### src/rtl/alu_share_arbiter_if.sv
// Bundle of requester-side and shared-unit-side signals for alu_share_arbiter.
// The arbiter takes the slave view; requesters and the add/sub unit take the master view.
interface alu_share_arbiter_if #(
    parameter int NREQ = 4,
    parameter int W    = 4,
    parameter int IDW  = 2
);
    logic [NREQ-1:0]   req;
    logic [NREQ*W-1:0] req_n0;
    logic [NREQ*W-1:0] req_n1;
    logic [NREQ-1:0]   req_opt;
    logic [NREQ-1:0]   gnt;
    logic [W-1:0]      in_n0;
    logic [W-1:0]      in_n1;
    logic              opt;
    logic [W-1:0]      out_n;
    logic              out_valid;
    logic [IDW-1:0]    out_id;
    logic [W-1:0]      out_data;
    logic              busy;

    modport slave (
        input  req, req_n0, req_n1, req_opt, out_n,
        output gnt, in_n0, in_n1, opt, out_valid, out_id, out_data, busy
    );

    modport master (
        output req, req_n0, req_n1, req_opt, out_n,
        input  gnt, in_n0, in_n1, opt, out_valid, out_id, out_data, busy
    );
endinterface

### src/rtl/alu_share_arbiter.sv
// Round-robin arbiter sharing one fixed-latency add/sub unit between NREQ requesters;
// latches the winner's operands, waits ALU_LAT cycles, returns the result tagged with its ID.
module alu_share_arbiter #(
    parameter int NREQ    = 4,
    parameter int W       = 4,
    parameter int ALU_LAT = 1,
    parameter int IDW     = 2
) (
    input  logic                  CLK,
    input  logic                  RST,
    alu_share_arbiter_if.slave    bus
);

    typedef enum logic [1:0] {
        S_IDLE = 2'd0,
        S_WAIT = 2'd1,
        S_DONE = 2'd2
    } state_t;

    state_t         state_q;
    logic [IDW-1:0] ptr_q;
    logic [2:0]     cnt_q;
    logic [W-1:0]   in_n0_q;
    logic [W-1:0]   in_n1_q;
    logic           opt_q;
    logic           out_valid_q;
    logic [IDW-1:0] out_id_q;
    logic [W-1:0]   out_data_q;
    logic           busy_q;

    logic [IDW-1:0] cand_idx [NREQ];
    logic [NREQ-1:0] cand_hit;
    logic [IDW-1:0] sel_d;
    logic           sel_vld_d;
    logic [NREQ-1:0] gnt_d;

    // Candidate gi is the requester gi+1 places after the last winner.
    for (genvar gi = 0; gi < NREQ; gi++) begin : g_cand
        assign cand_idx[gi] = IDW'((int'(ptr_q) + gi + 1) % NREQ);
        assign cand_hit[gi] = bus.req[cand_idx[gi]];
    end

    always_comb begin
        sel_vld_d = 1'b0;
        sel_d     = '0;
        for (int i = NREQ - 1; i >= 0; i--) begin
            if (cand_hit[i]) begin
                sel_vld_d = 1'b1;
                sel_d     = cand_idx[i];
            end
        end
    end

    // A grant in a reset cycle would be discarded by the reset edge, so it is suppressed.
    always_comb begin
        gnt_d = '0;
        if (state_q == S_IDLE && sel_vld_d && !RST) begin
            gnt_d[sel_d] = 1'b1;
        end
    end

    always_ff @(posedge CLK) begin
        if (RST) begin
            state_q     <= S_IDLE;
            ptr_q       <= IDW'(NREQ - 1);
            cnt_q       <= '0;
            in_n0_q     <= '0;
            in_n1_q     <= '0;
            opt_q       <= 1'b0;
            out_valid_q <= 1'b0;
            out_id_q    <= '0;
            out_data_q  <= '0;
            busy_q      <= 1'b0;
        end else begin
            case (state_q)
                S_IDLE: begin
                    out_valid_q <= 1'b0;
                    if (sel_vld_d) begin
                        in_n0_q <= bus.req_n0[int'(sel_d)*W +: W];
                        in_n1_q <= bus.req_n1[int'(sel_d)*W +: W];
                        opt_q   <= bus.req_opt[sel_d];
                        ptr_q   <= sel_d;
                        cnt_q   <= 3'(ALU_LAT);
                        busy_q  <= 1'b1;
                        state_q <= S_WAIT;
                    end
                end
                S_WAIT: begin
                    if (cnt_q != 3'd0) begin
                        cnt_q <= cnt_q - 3'd1;
                    end else begin
                        out_data_q  <= bus.out_n;
                        out_id_q    <= ptr_q;
                        out_valid_q <= 1'b1;
                        state_q     <= S_DONE;
                    end
                end
                S_DONE: begin
                    out_valid_q <= 1'b0;
                    busy_q      <= 1'b0;
                    state_q     <= S_IDLE;
                end
                default: begin
                    out_valid_q <= 1'b0;
                    busy_q      <= 1'b0;
                    state_q     <= S_IDLE;
                end
            endcase
        end
    end

    assign bus.gnt       = gnt_d;
    assign bus.in_n0     = in_n0_q;
    assign bus.in_n1     = in_n1_q;
    assign bus.opt       = opt_q;
    assign bus.out_valid = out_valid_q;
    assign bus.out_id    = out_id_q;
    assign bus.out_data  = out_data_q;
    assign bus.busy      = busy_q;

endmodule

### src/flat_wrapper.sv
// flat-port wrapper written by rule: the top's interface ports become plain ports
module alu_share_arbiter_flat 
#(
    parameter int NREQ    = 4,
    parameter int W       = 4,
    parameter int ALU_LAT = 1,
    parameter int IDW     = 2
)
  (CLK, RST, bus_req, bus_req_n0, bus_req_n1, bus_req_opt, bus_out_n, bus_gnt, bus_in_n0, bus_in_n1, bus_opt, bus_out_valid, bus_out_id, bus_out_data, bus_busy);
  alu_share_arbiter_if #(.NREQ(NREQ), .W(W), .IDW(IDW)) bus_i ();
  input  logic CLK;
  input  logic RST;
  input wire logic [$bits(bus_i.req)-1:0] bus_req;
  input wire logic [$bits(bus_i.req_n0)-1:0] bus_req_n0;
  input wire logic [$bits(bus_i.req_n1)-1:0] bus_req_n1;
  input wire logic [$bits(bus_i.req_opt)-1:0] bus_req_opt;
  input wire logic [$bits(bus_i.out_n)-1:0] bus_out_n;
  output wire logic [$bits(bus_i.gnt)-1:0] bus_gnt;
  output wire logic [$bits(bus_i.in_n0)-1:0] bus_in_n0;
  output wire logic [$bits(bus_i.in_n1)-1:0] bus_in_n1;
  output wire logic [$bits(bus_i.opt)-1:0] bus_opt;
  output wire logic [$bits(bus_i.out_valid)-1:0] bus_out_valid;
  output wire logic [$bits(bus_i.out_id)-1:0] bus_out_id;
  output wire logic [$bits(bus_i.out_data)-1:0] bus_out_data;
  output wire logic [$bits(bus_i.busy)-1:0] bus_busy;
  assign bus_i.req = bus_req;
  assign bus_i.req_n0 = bus_req_n0;
  assign bus_i.req_n1 = bus_req_n1;
  assign bus_i.req_opt = bus_req_opt;
  assign bus_i.out_n = bus_out_n;
  assign bus_gnt = bus_i.gnt;
  assign bus_in_n0 = bus_i.in_n0;
  assign bus_in_n1 = bus_i.in_n1;
  assign bus_opt = bus_i.opt;
  assign bus_out_valid = bus_i.out_valid;
  assign bus_out_id = bus_i.out_id;
  assign bus_out_data = bus_i.out_data;
  assign bus_busy = bus_i.busy;
  alu_share_arbiter #(.NREQ(NREQ), .W(W), .ALU_LAT(ALU_LAT), .IDW(IDW)) u_core (.CLK(CLK), .RST(RST), .bus(bus_i));
endmodule
### config.mk
export PLATFORM = sky130hd
export DESIGN_NAME = alu_share_arbiter_flat
export DESIGN_NICKNAME = d
export VERILOG_FILES = /design/src/rtl/alu_share_arbiter_if.sv /design/src/rtl/alu_share_arbiter.sv /design/src/flat_wrapper.sv
export SDC_FILE = /design/constraint.sdc
export NUM_CORES = 1
export LEC_CHECK = 0
export ABC_AREA = 1
export CORE_MARGIN = 1.5
export CORE_UTILIZATION = 25
export CTS_CLUSTER_DIAMETER = 50
export DETAILED_ROUTE_END_ITERATION = 8
export DONT_BUFFER_PORTS = 1
export GPL_TIMING_DRIVEN = 0
export HOLD_SLACK_MARGIN = 0.12
export PLACE_DENSITY = 0.43
export RECOVER_POWER = 50
export SLEW_MARGIN = 10
export SYNTH_ARGS = -nofsm -noshare
export SYNTH_HDL_FRONTEND = slang
export SYNTH_SLANG_ARGS = --single-unit
### constraint.sdc
create_clock -name CLK -period 4.02 [get_ports CLK]
set_input_delay 0.603 -clock CLK [delete_from_list [all_inputs] [get_ports CLK]]
set_output_delay 0.603 -clock CLK [all_outputs]
set_load 0.03 [all_outputs]
### Yosys cells after proc, flatten, opt, wreduce, memory -nomap -nowiden

Cells that the tools add are included.

* shift-type cells: 2
* eq/ne operators: 4
* reductions and logical operators: 13
* bitwise gates (word level): 2
* add/subtract/negate cells: 7
* mux-type cells: 29
* $lt $le $gt $ge: 6

Operators with widths (number)
* $shiftx A16 B5 Y4: 2
* $lt A2 B3 Y1 const B: 5
* $mux W2: 6
* $mux W1: 11
* $add A2 B2 Y2 const B: 5
* $bmux W1 S2: 5
* $reduce_and A2 Y1: 4
* $mux W3: 2
* $pmux W3 S2: 1
* $mux W4: 1
* $ne A2 B1 Y1 const B: 2
* $pmux W2 S2: 1
* $logic_and A1 B1 Y1: 3
* $reduce_and A3 Y1: 1
* $reduce_bool A3 Y1: 1
* $sub A3 B1 Y3 const B: 1
* $add A2 B1 Y2 const B: 1
* $demux W1 S2: 1
* $eq A2 B1 Y1 const B: 1
* $ge A2 B1 Y1 const B: 1
* $logic_not A2 Y1: 1
* $ne A2 B2 Y1 const B: 1
* $not A1 Y1: 2
* $pmux W1 S2: 1
* 3 further kinds: 3

* register bits: 24
* word-level logic and storage cells: 73
* output and inout port bits: 21
* input port bits: 46

### Logic depth before layout (Yosys ltp)

* depth after elaboration: 13
* mapped depth: 17
* mapped depth without buffers: 15

### Worst setup path before layout

No wires, ideal clock.

* path kind: in2out
* from: input port bus_req[2]
* to: output port bus_gnt[3]
* arrival: 2064 ps
* path slack: 1353 ps
* required time: 3417 ps
* stages on the path: 10
* buffers on the path: 0
* cells stage by stage: inv_1 > nand2_1 > nand2_1 > nand2_1 > nor3_2 > nor3_4 > inv_2 > nor2_8 > inv_2 > nor3_1

* cells in the longest elaborated chain, start to end: 11
* elaborated cells on any way between the ends: 24
* those cells by class: order compare: 2; mux: 19; reduce/logical: 3

RTL lines
* from (decl): RTL line flat_wrapper.sv:13 `input wire logic [$bits(bus_i.req)-1:0] bus_req;`
* $bmux W1 S2: RTL line alu_share_arbiter.sv:40 `assign cand_hit[gi] = bus.req[cand_idx[gi]];`
* $mux W1 (not written as such): RTL line alu_share_arbiter.sv:40
* $mux W2 (4 in series): RTL line alu_share_arbiter.sv:47 `if (cand_hit[i]) begin`
* $lt A2 B3 Y1 (not written as such) or $ge A2 B1 Y1 (tied branches): RTL line alu_share_arbiter.sv:58 `gnt_d[sel_d] = 1'b1;`
* $logic_and A1 B1 Y1 (not written as such): RTL line alu_share_arbiter.sv:58
* $mux W1 (not written as such): RTL line alu_share_arbiter.sv:58
* $demux W1 S2
* $mux W4 (*): RTL line alu_share_arbiter.sv:57 `if (state_q == S_IDLE && sel_vld_d && !RST) begin`
* to (decl): RTL line flat_wrapper.sv:18 `output wire logic [$bits(bus_i.gnt)-1:0] bus_gnt;`

Every way passes the cells marked *; elsewhere a longest branch is shown, timed or not. The select of a mux whose other input is x is not followed.

### Final worst setup path

* from: register u_core.ptr_q[0]
* to: output port bus_gnt[3]

* cells in the longest elaborated chain, start to end: 13
* elaborated cells on any way between the ends: 30
* those cells by class: add/sub: 6; order compare: 2; mux: 19; reduce/logical: 3

RTL lines
* from (decl): RTL line alu_share_arbiter.sv:21 `logic [IDW-1:0] ptr_q;`
* from (signal assigned): RTL line alu_share_arbiter.sv:65 `ptr_q <= IDW'(NREQ - 1);`
* from (signal assigned): RTL line alu_share_arbiter.sv:82 `ptr_q <= sel_d;`
* $add A2 B2 Y2 (2 in series): RTL line alu_share_arbiter.sv:39 `assign cand_idx[gi] = IDW'((int'(ptr_q) + gi + 1) % NREQ);`
* $bmux W1 S2: RTL line alu_share_arbiter.sv:40
* $mux W1 (not written as such): RTL line alu_share_arbiter.sv:40
* $mux W2 (4 in series): RTL line alu_share_arbiter.sv:47
* $lt A2 B3 Y1 (not written as such) or $ge A2 B1 Y1 (tied branches): RTL line alu_share_arbiter.sv:58
* $logic_and A1 B1 Y1 (not written as such): RTL line alu_share_arbiter.sv:58
* $mux W1 (not written as such): RTL line alu_share_arbiter.sv:58
* $demux W1 S2
* $mux W4 (*): RTL line alu_share_arbiter.sv:57

Marked as above.

==> reports/qor.csv <==
metric,value,unit
syn_area,1570,sq um
start_util,26.3,%
layout-drive-gt1-share,14.2,%
port_buffers,0,
slowest_delay,0.76,ns
p_leak,0.903,nW
clock_sink_count,24,
ioPinCount,67,
rows,28,
synth.top_cells.by_count,"78 x nand2_1, 31 x nor2_1, 27 x inv_1, 24 x dfxtp_1, 22 x nand3_1",
period_needed,3.14,ns
overflow,0,
antenna_found_initial,0,
synth-seq-cells,24,
post_drt_via_cell_ratio,4.47,
hold_viol_final,0,
hold_buffers,0,
nets,302,
dieArea,6780,sq um
synth_area_leaders,"dfxtp_1 31%, nand2_1 19%, nor2_1 7.4%",
cts_inserted_buffers,3,
worst_pin_slew,0.990,ns
grt_pass1_wl,6870,microns
worstSkewPairLatency,0.27,ns
yosysTopAreaCellShare,30.5,%
p_total,0.00163,W
post_cts_buffers,0,
htreeDepth,1,
setup_violations,0,
drc_errors,0,
p_comb_share,58.0,%
drt_iter0_markers,26,
die_h,82.3,microns
ys.flop_type,dfxtp_1,
dp.cells,324,
drv_slew,0,
die_width,82.3,microns
yosysSeqAreaShare,30.5,%
path_max_fanout,9,
sequentialPowerShare,28.6,%
p_int,0.000768,W
synth_cells,249,
syn_avg_cell_area,6.32,sq um
grt_setup_unrepaired,false,
synth_top_area_cell,dfxtp_1,
wl_per_cell,12.9,microns
critPathSlowestCell,nor3_1,
p_clk_share,13.4,%
p_sw,0.000864,W
stdcell_area,1740,sq um
area_growth,10.5,%
finalNonFillerCells,328,
crit_buf_inv,4,
crit_required,3.42,ns
finalClockSkew,0.00391,ns
dr.pass1.iters,4,
via_count,1466,
dp_hpwl,3340,microns
critPathCaptureType,output port,
synth_edf_count,0,
p_per_area,938,nW/um^2
cts_resized,0,
ys_warn_count,0,
async_flop_share,0,%
place_area,1670,sq um
critical-path-top-delay-family,simple AND/OR/NAND/NOR gates,
crit_type,flop to output port,
n_antenna_cell,0,
relSlewSlack,33.5,%
maxCapViolCount,0,
coreArea,5990,sq um
hp-class,input port to flop,
tns,0,ns
finalCritPeriodShare,78.2,%
gp_congestion,0.792,
clk_pin_slew,0.09,ns
wl,4230,microns
switching_share,52.9,%
critPathMostFrequentCell,nand2_1,
max-vdd-ir-drop,0.266,mV
fill_cells,687,
grt_pass1_vias,1400,
grt_max_degree,15,
syn_nets,297,
startpoint_type,flop,
worstPathCellList,"buf_6, inv_6, nand2_1, nand2_1, nand2_1, nor3_2, nor3_4, inv_2, nor2_8, inv_2, nor3_1",
synth_cell_type_count,26,
crit_arrival,2.54,ns
synth_most_common_cell,nand2_1,
clockRootBuffer,clkbuf_8,
drtAntennaViolNets,0,
cts_buffer_depth,2,
cts_tree,built,
grt_usage,13.4,%
fmax,318,MHz
status,completed,
## sequential cells by signal, summed over array words and instances (netlist names)
register	cells
u_core.bus.out_data	4
u_core.bus.opt	1
u_core.bus.busy	1
u_core.bus.out_valid	1
u_core.bus.in_n0	4
u_core.cnt_q	3
u_core.bus.in_n1	4
u_core.ptr_q	2
u_core.state_q	2
u_core.bus.out_id	2
## area by class of cell
cell class              count  area [sq um]  share of cell area [%]
multi-input cells         184           907                    52.2
clock inverters             1          30.0                    1.73
flip-flops and latches     24           480                    27.6
clock buffers               3          41.3                    2.37
inverters                  33           129                    7.41
plain buffers               8          57.6                    3.31
well taps                  75          93.8                    5.40
## stage by stage
stage / util, % / setup slack [ns] / hold slack [ns]
2_1_floorplan: - / 1.35 / 0.433
3_3_place_gp: 27.8 / 1.00 / 0.446
3_5_place_dp: 27.8 / 1.01 / 0.451
4_1_cts: 29.0 / 0.801 / 0.375
5_1_grt: 29.0 / 0.674 / 0.372
6_report: 29.0 / 0.875 / 0.388
## cell families (layout without fill, tap and decap cells)
family / after synthesis / after routing / synth area share (%)
AO/OA/AOI/OAI: 20 / 20 / 6.60
adder cells (fa/ha/maj): 2 / 2 / 1.59
buffers and inverters: 41 / 45 / 11.8
flip-flops: 24 / 24 / 30.5
AND/OR/NAND/NOR: 162 / 162 / 49.4
## layer usage
metal	up-vias	global-route usage, %	wire [microns]
li1	782	-	-
met1	643	18.2	2070
met2	37	21.2	1930
met3	4	2.20	175
met4	0	4.75	57
met5	-	0	0
## worst reg2reg max path, stage by stage, from the launching register on
cell     delay, ns
dfxtp_1       0.33
buf_6         0.14
inv_6         0.06
nand2_1       0.07
nand2_1       0.09
nand2_1       0.09
nor3_2        0.05
nor3_4        0.31
inv_2         0.14
nand2_1       0.14
inv_1         0.13
nand2_1       0.09
nand2_1       0.05
## power by group through the flow
stage	clock network [W]	registers, W	logic (W)
2_1_floorplan	0	0.000459	0.000774
3_3_place_gp	0	0.000475	0.000954
3_5_place_dp	0	0.000475	0.000959
4_1_cts	0.000230	0.000470	0.000963
5_1_grt	0.000236	0.000478	0.00110
6_report	0.000218	0.000467	0.000947
## placed cells by master (no fill, tap or decap), drive strengths merged
cell type / instances
ha: 2
bufinv: 1
o21ai: 13
inv: 33
buf: 7
nand2: 90
nand3: 23
nor2: 33
nor3: 4
clkbuf: 4
a21oi: 7
or2: 1
nand3b: 7
nand4: 4
dfxtp: 24
## path summary, 6_finish.rpt
kind	to	cells after the start	slack (ns)	from
max	bus_gnt[3]	11	0.88	u_core.ptr_q[0]
min	u_core.cnt_q[1]	1	0.39	RST
max reg2reg	u_core.bus.in_n0[2]	12	2.24	u_core.ptr_q[0]
min reg2reg	u_core.cnt_q[1]	2	0.46	u_core.cnt_q[1]
(Power assumes the default switching activity.)
